`src/rtl/sramlike_pkg.sv`:
```
// Shared definitions for the sram-like bus: arbiter state/owner encodings and
// the transfer-size codes also used by the SRAM-to-sram-like adapters.
package sramlike_pkg;

    typedef enum logic [1:0] {
        IDLE = 2'd0,
        REQ  = 2'd1,
        WAIT = 2'd2
    } arb_state_e;

    typedef enum logic {
        OWN_DATA = 1'b0,
        OWN_INST = 1'b1
    } owner_e;

    localparam logic [1:0] SZ_BYTE = 2'b00;
    localparam logic [1:0] SZ_HALF = 2'b01;
    localparam logic [1:0] SZ_WORD = 2'b10;

    // Request-side payload of one sram-like master, muxed as a unit.
    typedef struct packed {
        logic        wr;
        logic [1:0]  size;
        logic [31:0] addr;
        logic [31:0] wdata;
    } sl_req_t;

endpackage

```
`src/rtl/sramlike_starve_ctr.sv`:
```
// Saturating count of consecutive data grants accepted while inst is waiting;
// force_inst hands the next contested grant to the instruction side.
module sramlike_starve_ctr
    import sramlike_pkg::*;
#(
    parameter int unsigned STARVE_LIMIT = 4
) (
    input  logic clk,
    input  logic rst,
    input  logic accept,
    input  logic grant_inst,
    input  logic inst_req,
    output logic force_inst
);

    localparam logic [3:0] Limit = 4'(STARVE_LIMIT);

    logic [3:0] streak_q;
    logic [3:0] streak_d;

    always_comb begin
        streak_d = streak_q;
        if (accept) begin
            if (grant_inst || !inst_req) begin
                streak_d = 4'd0;
            end else if (streak_q < Limit) begin
                streak_d = streak_q + 4'd1;
            end
        end
    end

    always_ff @(posedge clk or posedge rst) begin
        if (rst) begin
            streak_q <= 4'd0;
        end else begin
            streak_q <= streak_d;
        end
    end

    assign force_inst = (streak_q == Limit);

endmodule

```
`src/rtl/sramlike_arbiter.sv`:
```
// Two-master (inst/data) to one-slave sram-like arbiter, one transaction in flight,
// data-priority with bounded starvation of instruction fetch.
module sramlike_arbiter
    import sramlike_pkg::*;
#(
    parameter int unsigned STARVE_LIMIT = 4
) (
    input  logic        clk,
    input  logic        rst,

    input  logic        inst_req,
    input  logic        inst_wr,
    input  logic [1:0]  inst_size,
    input  logic [31:0] inst_addr,
    input  logic [31:0] inst_wdata,
    output logic        inst_addr_ok,
    output logic        inst_data_ok,
    output logic [31:0] inst_rdata,

    input  logic        data_req,
    input  logic        data_wr,
    input  logic [1:0]  data_size,
    input  logic [31:0] data_addr,
    input  logic [31:0] data_wdata,
    output logic        data_addr_ok,
    output logic        data_data_ok,
    output logic [31:0] data_rdata,

    output logic        mem_req,
    output logic        mem_wr,
    output logic [1:0]  mem_size,
    output logic [31:0] mem_addr,
    output logic [31:0] mem_wdata,
    input  logic        mem_addr_ok,
    input  logic        mem_data_ok,
    input  logic [31:0] mem_rdata
);

    arb_state_e state_q;
    owner_e     owner_q;

    logic    any_req;
    logic    force_inst;
    logic    grant_active;
    logic    accept;
    logic    fwd_data_ok;
    owner_e  sel;
    owner_e  grant;
    sl_req_t inst_bus;
    sl_req_t data_bus;
    sl_req_t grant_bus;

    assign inst_bus = {inst_wr, inst_size, inst_addr, inst_wdata};
    assign data_bus = {data_wr, data_size, data_addr, data_wdata};
    assign any_req  = inst_req | data_req;

    // Data wins a contested grant unless inst has been passed over STARVE_LIMIT times.
    assign sel   = (inst_req && (!data_req || force_inst)) ? OWN_INST : OWN_DATA;
    assign grant = (state_q == IDLE) ? sel : owner_q;

    assign grant_active = !rst && (((state_q == IDLE) && any_req) || (state_q == REQ));

    always_comb begin
        mem_req = 1'b0;
        if (!rst) begin
            case (state_q)
                IDLE:    mem_req = any_req;
                REQ:     mem_req = (owner_q == OWN_INST) ? inst_req : data_req;
                default: mem_req = 1'b0;
            endcase
        end
    end

    always_comb begin
        grant_bus = '0;
        if (grant_active) begin
            grant_bus = (grant == OWN_INST) ? inst_bus : data_bus;
        end
    end

    assign mem_wr    = grant_bus.wr;
    assign mem_size  = grant_bus.size;
    assign mem_addr  = grant_bus.addr;
    assign mem_wdata = grant_bus.wdata;

    assign accept = mem_req & mem_addr_ok;

    // A data_ok in IDLE only counts when it completes the request accepted this cycle.
    assign fwd_data_ok = !rst && mem_data_ok &&
                         ((state_q == REQ) || (state_q == WAIT) || accept);

    assign inst_addr_ok = accept & (grant == OWN_INST);
    assign data_addr_ok = accept & (grant == OWN_DATA);
    assign inst_data_ok = fwd_data_ok & (grant == OWN_INST);
    assign data_data_ok = fwd_data_ok & (grant == OWN_DATA);
    assign inst_rdata   = mem_rdata;
    assign data_rdata   = mem_rdata;

    always_ff @(posedge clk or posedge rst) begin
        if (rst) begin
            state_q <= IDLE;
            owner_q <= OWN_DATA;
        end else begin
            case (state_q)
                IDLE: begin
                    if (any_req) begin
                        owner_q <= sel;
                        if (accept) begin
                            state_q <= mem_data_ok ? IDLE : WAIT;
                        end else begin
                            state_q <= REQ;
                        end
                    end
                end
                REQ: begin
                    if (accept) begin
                        state_q <= mem_data_ok ? IDLE : WAIT;
                    end
                end
                WAIT: begin
                    if (mem_data_ok) begin
                        state_q <= IDLE;
                    end
                end
                default: state_q <= IDLE;
            endcase
        end
    end

    sramlike_starve_ctr #(
        .STARVE_LIMIT(STARVE_LIMIT)
    ) u_starve_ctr (
        .clk       (clk),
        .rst       (rst),
        .accept    (accept),
        .grant_inst(grant == OWN_INST),
        .inst_req  (inst_req),
        .force_inst(force_inst)
    );

endmodule

```
`config.mk`:
```
export PLATFORM = sky130hd
export DESIGN_NAME = sramlike_arbiter
export DESIGN_NICKNAME = d
export VERILOG_FILES = /design/src/rtl/sramlike_pkg.sv /design/src/rtl/sramlike_starve_ctr.sv /design/src/rtl/sramlike_arbiter.sv
export SDC_FILE = /design/constraint.sdc
export NUM_CORES = 1
export LEC_CHECK = 0
export BUFFER_PORTS_ARGS = -buffer_cell sky130_fd_sc_hd__buf_4
export CORE_AREA = 2 2 119 121
export CTS_CLUSTER_DIAMETER = 150
export DETAILED_ROUTE_END_ITERATION = 10
export DIE_AREA = 0 0 121 123
export PLACE_DENSITY_LB_ADDON = 0.12
export SLEW_MARGIN = 20
export SYNTH_ARGS = -nofsm -noshare
export SYNTH_HDL_FRONTEND = slang
export SYNTH_SLANG_ARGS = --single-unit
```
`constraint.sdc`:
```
create_clock -name clk -period 2.68 [get_ports clk]
set_clock_uncertainty 0.1 [all_clocks]
set_input_delay 0.134 -clock clk [delete_from_list [all_inputs] [get_ports clk]]
set_output_delay 0.134 -clock clk [all_outputs]
set_load 0.1 [all_outputs]
```
==> qor.txt, run 1 <==
Ys Warns - 0
Setup bufs post-CTS - 0
Syn_area_per_cell - 5.89 µm²
Commonest cells after routing, fill and taps aside - buf_4, nand2_1, a21oi_2
Area delta synth->final - 81.6%
WHS - 153 ps
Post-DP HPWL - 7400 µm
Routed Antenna Nets - 0
Mapped Nets - 527
Startpoint types - register
Via density per instance - 4.01
Worst Setup Path Type - register to output pin
# clock sinks - 7
Pre-Repair DR Iteration Count - 4
RSZ-0062 raised after global routing - false
Hold Path Class - input pin to register
Placer Congestion - 0.725
IO Port Bufs - 211
Setup crit end - mem_wdata[30]
Power Total - 5750 µW
Final Critical Period - 2530 ps
Async S/R FF share, synth - 100%
CTS tree - yes
CTS buffer count - 3
Crit end category - output pin
EDFF count, synth - 0
Clk_lat worst skew - 230 ps
Setup Viol. Count Final - 0
Proportion of layout cells with a drive suffix above 1 - 62.3%
Final Max Slew Viols - 0
Sequential cell area - 175 µm²
Multiplexer area fraction after synthesis - 1.89%
Post-synthesis simple-gate area fraction - 29.8%
Synth Area in Compound Gates - 23.8%
Peak VDD IR - 0.632 mV
Core ar. - 13600 µm²
Synth area leaders - buf_4, nand2_1, a21oi_1, dfrtp_1, ha_1
Xor/xnor share of the synthesized area - 0%
CP Max Fanout - 34
Die width - 121 µm
Clock Tree Root - clkbuf_16
Gr ovfl total - 0
Reg clk slew, reported paths - 40 ps
Commonest non-fill, non-tap cell in the layout - buf_4
Largest net degree at the start of global routing - 39
Die Y - 123 µm
Ports - 308
Synthesized-area fraction occupied by adder cells - 3.65%
First-pass GRT wire length - 13400 µm
Diode count - 0
Relative slew margins - 71.7%
Fin. Hold Viols - 0
Top_reg_cell synth - dfrtp_1
Sum of negative setup slack - 0 ps
1st-iter DRT viols - 86
Via Count - 2668
Area leader, netlist - buf_4
Status - finished clean
Worst reg2reg path startpoint - state_q[0]$_DFFE_PP0P_
Max cap viols - 0
Synthesized area - 2060 µm²
Register area share after synthesis - 8.52%
Yosys cell types - 32
Max Root-Sink Buffers - 2
Worst r2r path cells - 7
Pwr Density - 1540 nW/µm²
Syn Inst Count - 349
Row Count - 43
Per-cell routed wire length - 14.1 µm
DRC - 0
Initial antenna violation count - 0
Fmax - 395 MHz
Crit. Startpoint - state_q[0]$_DFFE_PP0P_
CTS H-tree depth - 1
Number of global-route vias before repair - 2430
Die ar. - 14900 µm²
Nets@finish - 664
Worst path required time - 2450 ps
Reg2reg end - state_q[1]$_DFFE_PP0P_
Post-synth top area share - 26.6%
Largest family of logic cells by synthesized area - buffers and inverters
Overall Global Routing Usage - 11.2%
Synthesis-stage register bit count - 7
Arrival time worst endpoint - 2300 ps
FILL cells - 1507
Pleak - 0.00180 µW
R2R Setup Slk - 540 ps
Worst Tran Pin Value - 424 ps
Final worst-path cycle share - 94.6%
Footprint of the multi-input gates - 1490 µm²
Initial core utilization - 15.1%
WL final - 9400 µm
## layout make-up
cell class / instances / area share [%]
timing repair buffer: 220 / 46.6
inverter: 7 / 0.704
multi-input combinational: 247 / 39.9
tap: 180 / 6.03
clock buffer: 4 / 2.11
sequential: 7 / 4.69
## logic make-up after synthesis
family                     Yosys count
AOI/OAI and AO/OA                   84
and+or+nand+nor                    154
DFF                                  7
muxes                                3
buffers and inverters               95
adders and majority gates            6
## how the worst min path moves through the flow
stage                   from             endpoint  slack [ps]  depth (start not counted)
finish              inst_req  owner_q$_DFFE_PP0N_         150                          2
global route        inst_req  owner_q$_DFFE_PP0N_         160                          2
CTS                 inst_req  owner_q$_DFFE_PP0N_         150                          2
detailed placement       rst  owner_q$_DFFE_PP0N_          50                          3
global placement         rst  owner_q$_DFFE_PP0N_          40                          3
floorplan                rst  owner_q$_DFFE_PP0N_        -140                          1
## sequential cells by signal, summed over array words and instances (netlist names)
name / count
u_starve_ctr.streak_q: 4
owner_q: 1
state_q: 2
## cell usage after synthesis, types with 2 or more instances
cell type / count
inv_1: 7
nand2_1: 136
o31a_1: 2
nor2_1: 9
nor2b_1: 3
buf_6: 3
ha_1: 6
buf_4: 73
clkbuf_1: 3
a21oi_1: 71
dfrtp_1: 7
buf_2: 9
## per-layer routing
metal | up-vias | wire length, µm | track usage [%]
met5 | - | 0 | 0
met4 | 0 | 125 | 1.82
met2 | 130 | 4860 | 19.9
met3 | 21 | 764 | 3.23
met1 | 1181 | 3650 | 13.6
li1 | 1336 | - | -
## power breakdown
group          internal (µW)  switching [µW]
logic                   1260            4050
clock network            198            55.2
registers                151            33.5
## critical path, stage by stage (launching register included)
cell and delay (ps):
dfrtp_1 390, inv_1 110, ha_1 270, mux2i_2 330, a31o_2 230, buf_12 210
nand2_1 100, a21oi_2 130, buf_4 300
## metrics by stage
step	area, µm²	setup slack [ps]	util, %	instances
4_1_cts	3710	105	27.3	665
3_5_place_dp	3620	348	26.6	660
6_report	3730	145	27.4	665
2_1_floorplan	2320	7.68	-	349
5_1_grt	3730	1.15	27.4	665
3_3_place_gp	3620	397	26.6	660
## repair_timing
item                       4_1_cts  5_1_grt
resized for setup                0        6
hold endpoints to repair         7        0
hold buffers                     1        0
setup endpoints to repair        0       22
Note: power is estimated with default switching activity, not from simulation.
==> run 2, diff against run 1 <==
Clock period 2.68 ns to 3.27 ns, I/O delays scaled along.
==> qor.txt, run 2 (synthesis gave the netlist of run 1 again) <==
Reg clk slew, reported paths - 40 ps (about the same)
WL final - 9070 µm (was 9400 µm)
Final Critical Period - 2860 ps
Nets@finish - 663 (was 664)
Pleak - 0.00176 µW (was 0.00180 µW)
Worst path required time - 3010 ps (was 2450 ps)
Via Count - 2646 (was 2668)
Hold Path Class - input pin to register (unchanged)
Die width - 121 µm (unchanged)
Diode count - 0 (unchanged)
Clk_lat worst skew - 230 ps (about the same)
Ports - 308 (unchanged)
Initial antenna violation count - 0 (unchanged)
Die Y - 123 µm (unchanged)
DRC - 0 (unchanged)
Pre-Repair DR Iteration Count - 4 (unchanged)
Gr ovfl total - 0 (unchanged)
Startpoint types - register (unchanged)
Area delta synth->final - 64.4% (was 81.6%)
Routed Antenna Nets - 0 (unchanged)
Clock Tree Root - clkbuf_16 (unchanged)
Post-DP HPWL - 7010 µm (was 7400 µm)
Per-cell routed wire length - 13.7 µm (was 14.1 µm)
Die ar. - 14900 µm² (unchanged)
Core ar. - 13600 µm² (unchanged)
Status - finished clean (unchanged)
CP Max Fanout - 35 (was 34)
Row Count - 43 (unchanged)
Worst Setup Path Type - register to output pin (unchanged)
Overall Global Routing Usage - 10.8% (was 11.2%)
Setup Viol. Count Final - 0 (unchanged)
IO Port Bufs - 211 (unchanged)
Pwr Density - 1290 nW/µm² (was 1540 nW/µm²)
Commonest non-fill, non-tap cell in the layout - buf_4 (unchanged)
Sum of negative setup slack - 0 ps (unchanged)
Placer Congestion - 0.740 (was 0.725)
Final Non-Filler Cells - 664 (was 665)
Largest registers - u_starve_ctr.streak_q (4), state_q (2), owner_q (1) (unchanged)
Setup bufs post-CTS - 0 (unchanged)
# clock sinks - 7 (unchanged)
Peak VDD IR - 0.486 mV (was 0.632 mV)
Arrival time worst endpoint - 2590 ps (was 2300 ps)
Placed Cells - 658 (was 660)
WHS - 173 ps (was 153 ps)
CTS buffer count - 3 (unchanged)
Crit end category - output pin (unchanged)
Power Total - 4350 µW (was 5750 µW)
Max Root-Sink Buffers - 2 (unchanged)
Relative slew margins - 35.0% (was 71.7%)
First-pass GRT wire length - 13000 µm (was 13400 µm)
Initial core utilization - 15.1% (unchanged)
Largest net degree at the start of global routing - 38 (was 39)
Proportion of layout cells with a drive suffix above 1 - 47.5% (was 62.3%)
Fmax - 350 MHz
Max cap viols - 0 (unchanged)
Worst Tran Pin Value - 975 ps (was 424 ps)
Final Max Slew Viols - 0 (unchanged)
1st-iter DRT viols - 75 (was 86)
CTS H-tree depth - 1 (unchanged)
Via density per instance - 3.98 (was 4.01)
Number of global-route vias before repair - 2535 (was 2430)
Largest register by flop count - u_starve_ctr.streak_q (unchanged)
Commonest cells after routing, fill and taps aside - buf_4, nand2_1, a21oi_1 (was buf_4, nand2_1, a21oi_2)
Largest register FFs - 4 (unchanged)
Fin. Hold Viols - 0 (unchanged)
CTS tree - yes (unchanged)
Final worst-path cycle share - 87.4%
RSZ-0062 raised after global routing - false (unchanged)
run 2: cell types whose count changed in the layout (fill, tap and decap cells not counted):
cell	previous run	this run
nor2_1	5	9
buf_4	208	217
nor2_2	4	0
buf_6	6	0
a21oi_1	4	71
buf_12	5	0
a21oi_2	67	0
o21ai_2	0	1
run 2: final timing paths:
| path | depth (start not counted) | startpoint | to | slack (ps) |
|---|---|---|---|---|
| hold / removal | 2 | inst_req | owner_q$_DFFE_PP0N_ | 170 |
| min in group asynchronous | 3 | rst | state_q[0]$_DFFE_PP0P_ | 430 |
| setup reg to reg | 7 | state_q[0]$_DFFE_PP0P_ | u_starve_ctr.streak_q[0]$_DFFE_PP0P_ | 970 |
| max in group asynchronous | 3 | rst | u_starve_ctr.streak_q[0]$_DFFE_PP0P_ | 2300 |
| setup / recovery | 8 | state_q[0]$_DFFE_PP0P_ | mem_addr[15] | 410 |
| hold reg to reg | 2 | u_starve_ctr.streak_q[2]$_DFFE_PP0P_ | u_starve_ctr.streak_q[2]$_DFFE_PP0P_ | 420 |
run 2: repair_timing:
item / CTS / global route
endpoints found under the hold margin: 7 / 0
setup endpoints to repair: 0 / 1
hold buffers: 1 / 0
resized for setup: 0 / 0
run 2: routing by layer:
metal	vias up	GRT usage (%)	part of all wire [%]
met2	118	19.6	52
met5	-	0	0
li1	1337	-	-
met1	1164	12.8	38
met3	27	2.72	8.2
met4	0	2.33	1.5
run 2: critical path: stages, from the launching register on:
cell and delay, ps:
dfrtp_1 390, inv_1 110, ha_1 410, mux2i_2 340
a31o_2 160, buf_4 330, nand2_1 100, a21oi_1 170
buf_4 320
run 2: power by group:
part / total (µW) / internal (µW) / switching (µW) / leakage [µW]
Clock: 208 / 162 / 45.9 / 0.0000382
Sequential: 151 / 124 / 27.7 / 0.0000922
Combinational: 3990 / 853 / 3130 / 0.00163
run 2: through the flow:
stage	util, %	area (µm²)	setup slack (ps)
CTS	24.8	3370	216
floorplan	-	2060	34.0
detailed placement	24.1	3280	460
global route	24.8	3380	174
global placement	24.1	3280	491
finish	24.8	3380	412
run 2: final cells by class:
type | count | area [µm²]
sequential | 7 | 175
timing repair buffer | 218 | 1640
clock buffer | 4 | 78.8
tap | 180 | 225
inverter | 7 | 26.3
fill | 1547 | 10200
multi-input combinational | 248 | 1240
==> run 3, diff against run 2 <==
--- a/config.mk
+++ b/config.mk
@@ -12,2 +12,3 @@
 export DIE_AREA = 0 0 121 123
+export HOLD_SLACK_MARGIN = 0.03
 export PLACE_DENSITY_LB_ADDON = 0.12
--- a/constraint.sdc
+++ b/constraint.sdc
@@ -4,2 +4,2 @@
 set_output_delay 0.1635 -clock clk [all_outputs]
-set_load 0.1 [all_outputs]
+set_load 0.02 [all_outputs]
==> qor.txt, run 3 (synthesis gave the netlist of run 1 again) <==
Routed Antenna Nets - 0 (unchanged)
Commonest non-fill, non-tap cell in the layout - buf_4 (unchanged)
Commonest cells after routing, fill and taps aside - buf_4, nand2_1, a21oi_1 (unchanged)
Sum of negative setup slack - 0 ps (unchanged)
Worst reg2reg path startpoint - state_q[0]$_DFFE_PP0P_ (unchanged)
RSZ-0062 raised after global routing - false (unchanged)
WHS - 176 ps (was 173 ps)
Largest register FFs - 4 (unchanged)
Via density per instance - 3.93 (was 3.98)
Status - finished clean (unchanged)
Initial antenna violation count - 0 (unchanged)
Hold EP - owner_q$_DFFE_PP0N_ (unchanged)
Pwr Density - 759 nW/µm² (was 1290 nW/µm²)
CTS tree - yes (unchanged)
Die ar. - 14900 µm² (unchanged)
Setup Viol. Count Final - 0 (unchanged)
Placed Cells - 657 (was 658)
Max Root-Sink Buffers - 2 (unchanged)
Peak VDD IR - 0.397 mV (was 0.486 mV)
Pleak - 0.00176 µW (about the same)
1st-iter DRT viols - 98 (was 75)
Area delta synth->final - 64.2% (was 64.4%)
Reg2reg end - u_starve_ctr.streak_q[0]$_DFFE_PP0P_ (unchanged)
CTS buffer count - 3 (unchanged)
Placer Congestion - 0.723 (was 0.740)
# clock sinks - 7 (unchanged)
Final Critical Period - 2710 ps (was 2860 ps)
CP Max Fanout - 72 (was 35)
Max cap viols - 0 (unchanged)
Largest register by flop count - u_starve_ctr.streak_q (unchanged)
Hold Path Class - input pin to register (unchanged)
Core ar. - 13600 µm² (unchanged)
Hold depth - 2 (unchanged)
Final Non-Filler Cells - 662 (was 664)
Ports - 308 (unchanged)
Reg clk slew, reported paths - 40 ps (about the same)
CP Cell Sequence - inv_1 -> ha_1 -> mux2i_2 -> a31o_2 -> buf_12 -> nand2_1 -> a21oi_1 -> buf_4 (was inv_1 -> ha_1 -> mux2i_2 -> a31o_2 -> buf_4 -> nand2_1 -> a21oi_1 -> buf_4)
Number of global-route vias before repair - 2484 (was 2535)
Per-cell routed wire length - 13.2 µm (was 13.7 µm)
Setup bufs post-CTS - 0 (unchanged)
Proportion of layout cells with a drive suffix above 1 - 47.3% (was 47.5%)
Diode count - 0 (unchanged)
IO Port Bufs - 211 (unchanged)
DRC - 0 (unchanged)
Clk_lat worst skew - 230 ps (about the same)
Post-DP HPWL - 6880 µm (was 7010 µm)
Largest registers - u_starve_ctr.streak_q (4), state_q (2), owner_q (1) (unchanged)
Via Count - 2599 (was 2646)
Nets@finish - 661 (was 663)
CTS H-tree depth - 1 (unchanged)
Row Count - 43 (unchanged)
Relative slew margins - 70.5% (was 35.0%)
Largest net degree at the start of global routing - 73 (was 38)
Fmax - 369 MHz (was 350 MHz)
Worst Setup Path Type - register to output pin (unchanged)
Worst path required time - 3010 ps (about the same)
HP Start - inst_req (unchanged)
Final Max Slew Viols - 0 (unchanged)
Overall Global Routing Usage - 10.2% (was 10.8%)
CP max-delay cell - ha_1 (unchanged)
Worst r2r path cells - 7 (unchanged)
Worst Path Buf+Inv - 3 (unchanged)
Final worst-path cycle share - 83.0% (was 87.4%)
Pre-Repair DR Iteration Count - 4 (unchanged)
First-pass GRT wire length - 12400 µm (was 13000 µm)
Fin. Hold Viols - 0 (unchanged)
Startpoint types - register (unchanged)
Die width - 121 µm (unchanged)
R2R Setup Slk - 1040 ps (was 970 ps)
Worst Tran Pin Value - 442 ps (was 975 ps)
Arrival time worst endpoint - 2450 ps (was 2590 ps)
Top delay family on crit path - buffers and inverters (unchanged)
Clock Tree Root - clkbuf_16 (unchanged)
Initial core utilization - 15.1% (unchanged)
Gr ovfl total - 0 (unchanged)
Crit end category - output pin (unchanged)
WL final - 8750 µm (was 9070 µm)
Slowest Stage Delay on Critical Path - 410 ps (about the same)
Die Y - 123 µm (unchanged)
[run 3: changes by cell type in the layout (fill, tap and decap cells not counted)]
cell and change:
buf_12 +1, buf_4 -2, o21ai_2 -1
[run 3: how the worst max path moves through the flow]
stage                                       from       endpoint  slack, ps  cells past startpoint
after floorplan           state_q[0]$_DFFE_PP0P_   mem_addr[26]       1150                      9
after global placement    state_q[0]$_DFFE_PP0P_  mem_wdata[26]        900                      8
after detailed placement  state_q[0]$_DFFE_PP0P_   mem_addr[25]        850                      8
after CTS                 state_q[0]$_DFFE_PP0P_   mem_addr[25]        600                      8
after global routing      state_q[1]$_DFFE_PP0P_  mem_wdata[31]        400                      8
final                     state_q[0]$_DFFE_PP0P_   mem_addr[17]        560                      8
[run 3: cell type report]
cell class | instances | area, µm²
Clock buffer | 4 | 78.8
Fill cell | 1528 | 10200
Inverter | 7 | 26.3
Multi-Input combinational cell | 247 | 1230
Sequential cell | 7 | 175
Tap cell | 180 | 225
Timing Repair Buffer | 217 | 1640
[run 3: through the flow]
| step | total power [µW] | util [%] | area [µm²] | setup slack (ps) |
|---|---|---|---|---|
| floorplan | 1720 | - | 2060 | 1150 |
| global placement | 2370 | 24.2 | 3290 | 895 |
| detailed placement | 2380 | 24.2 | 3290 | 849 |
| CTS | 2610 | 24.8 | 3380 | 601 |
| global route | 2780 | 24.8 | 3380 | 401 |
| finish | 2560 | 24.8 | 3380 | 557 |
[run 3: where the power goes]
part           switching, µW  leakage [µW]  internal [µW]
registers               26.5     0.0000922            124
logic                   1350       0.00163            854
clock network           47.8     0.0000382            162
[run 3: timing repair]
action / in CTS / in global routing
resized for setup: 0 / 0
hold endpoints to repair: 7 / 0
hold buffers: 1 / 0
[run 3: routing by layer]
layer / up-vias / global-route usage, % / part of all wire, % / wire [µm]
li1: 1328 / - / - / -
met1: 1128 / 11.2 / 37 / 3250
met2: 116 / 19.8 / 54 / 4700
met3: 27 / 2.54 / 7.5 / 660
met4: 0 / 1.89 / 1.5 / 134
met5: - / 0 / 0 / 0
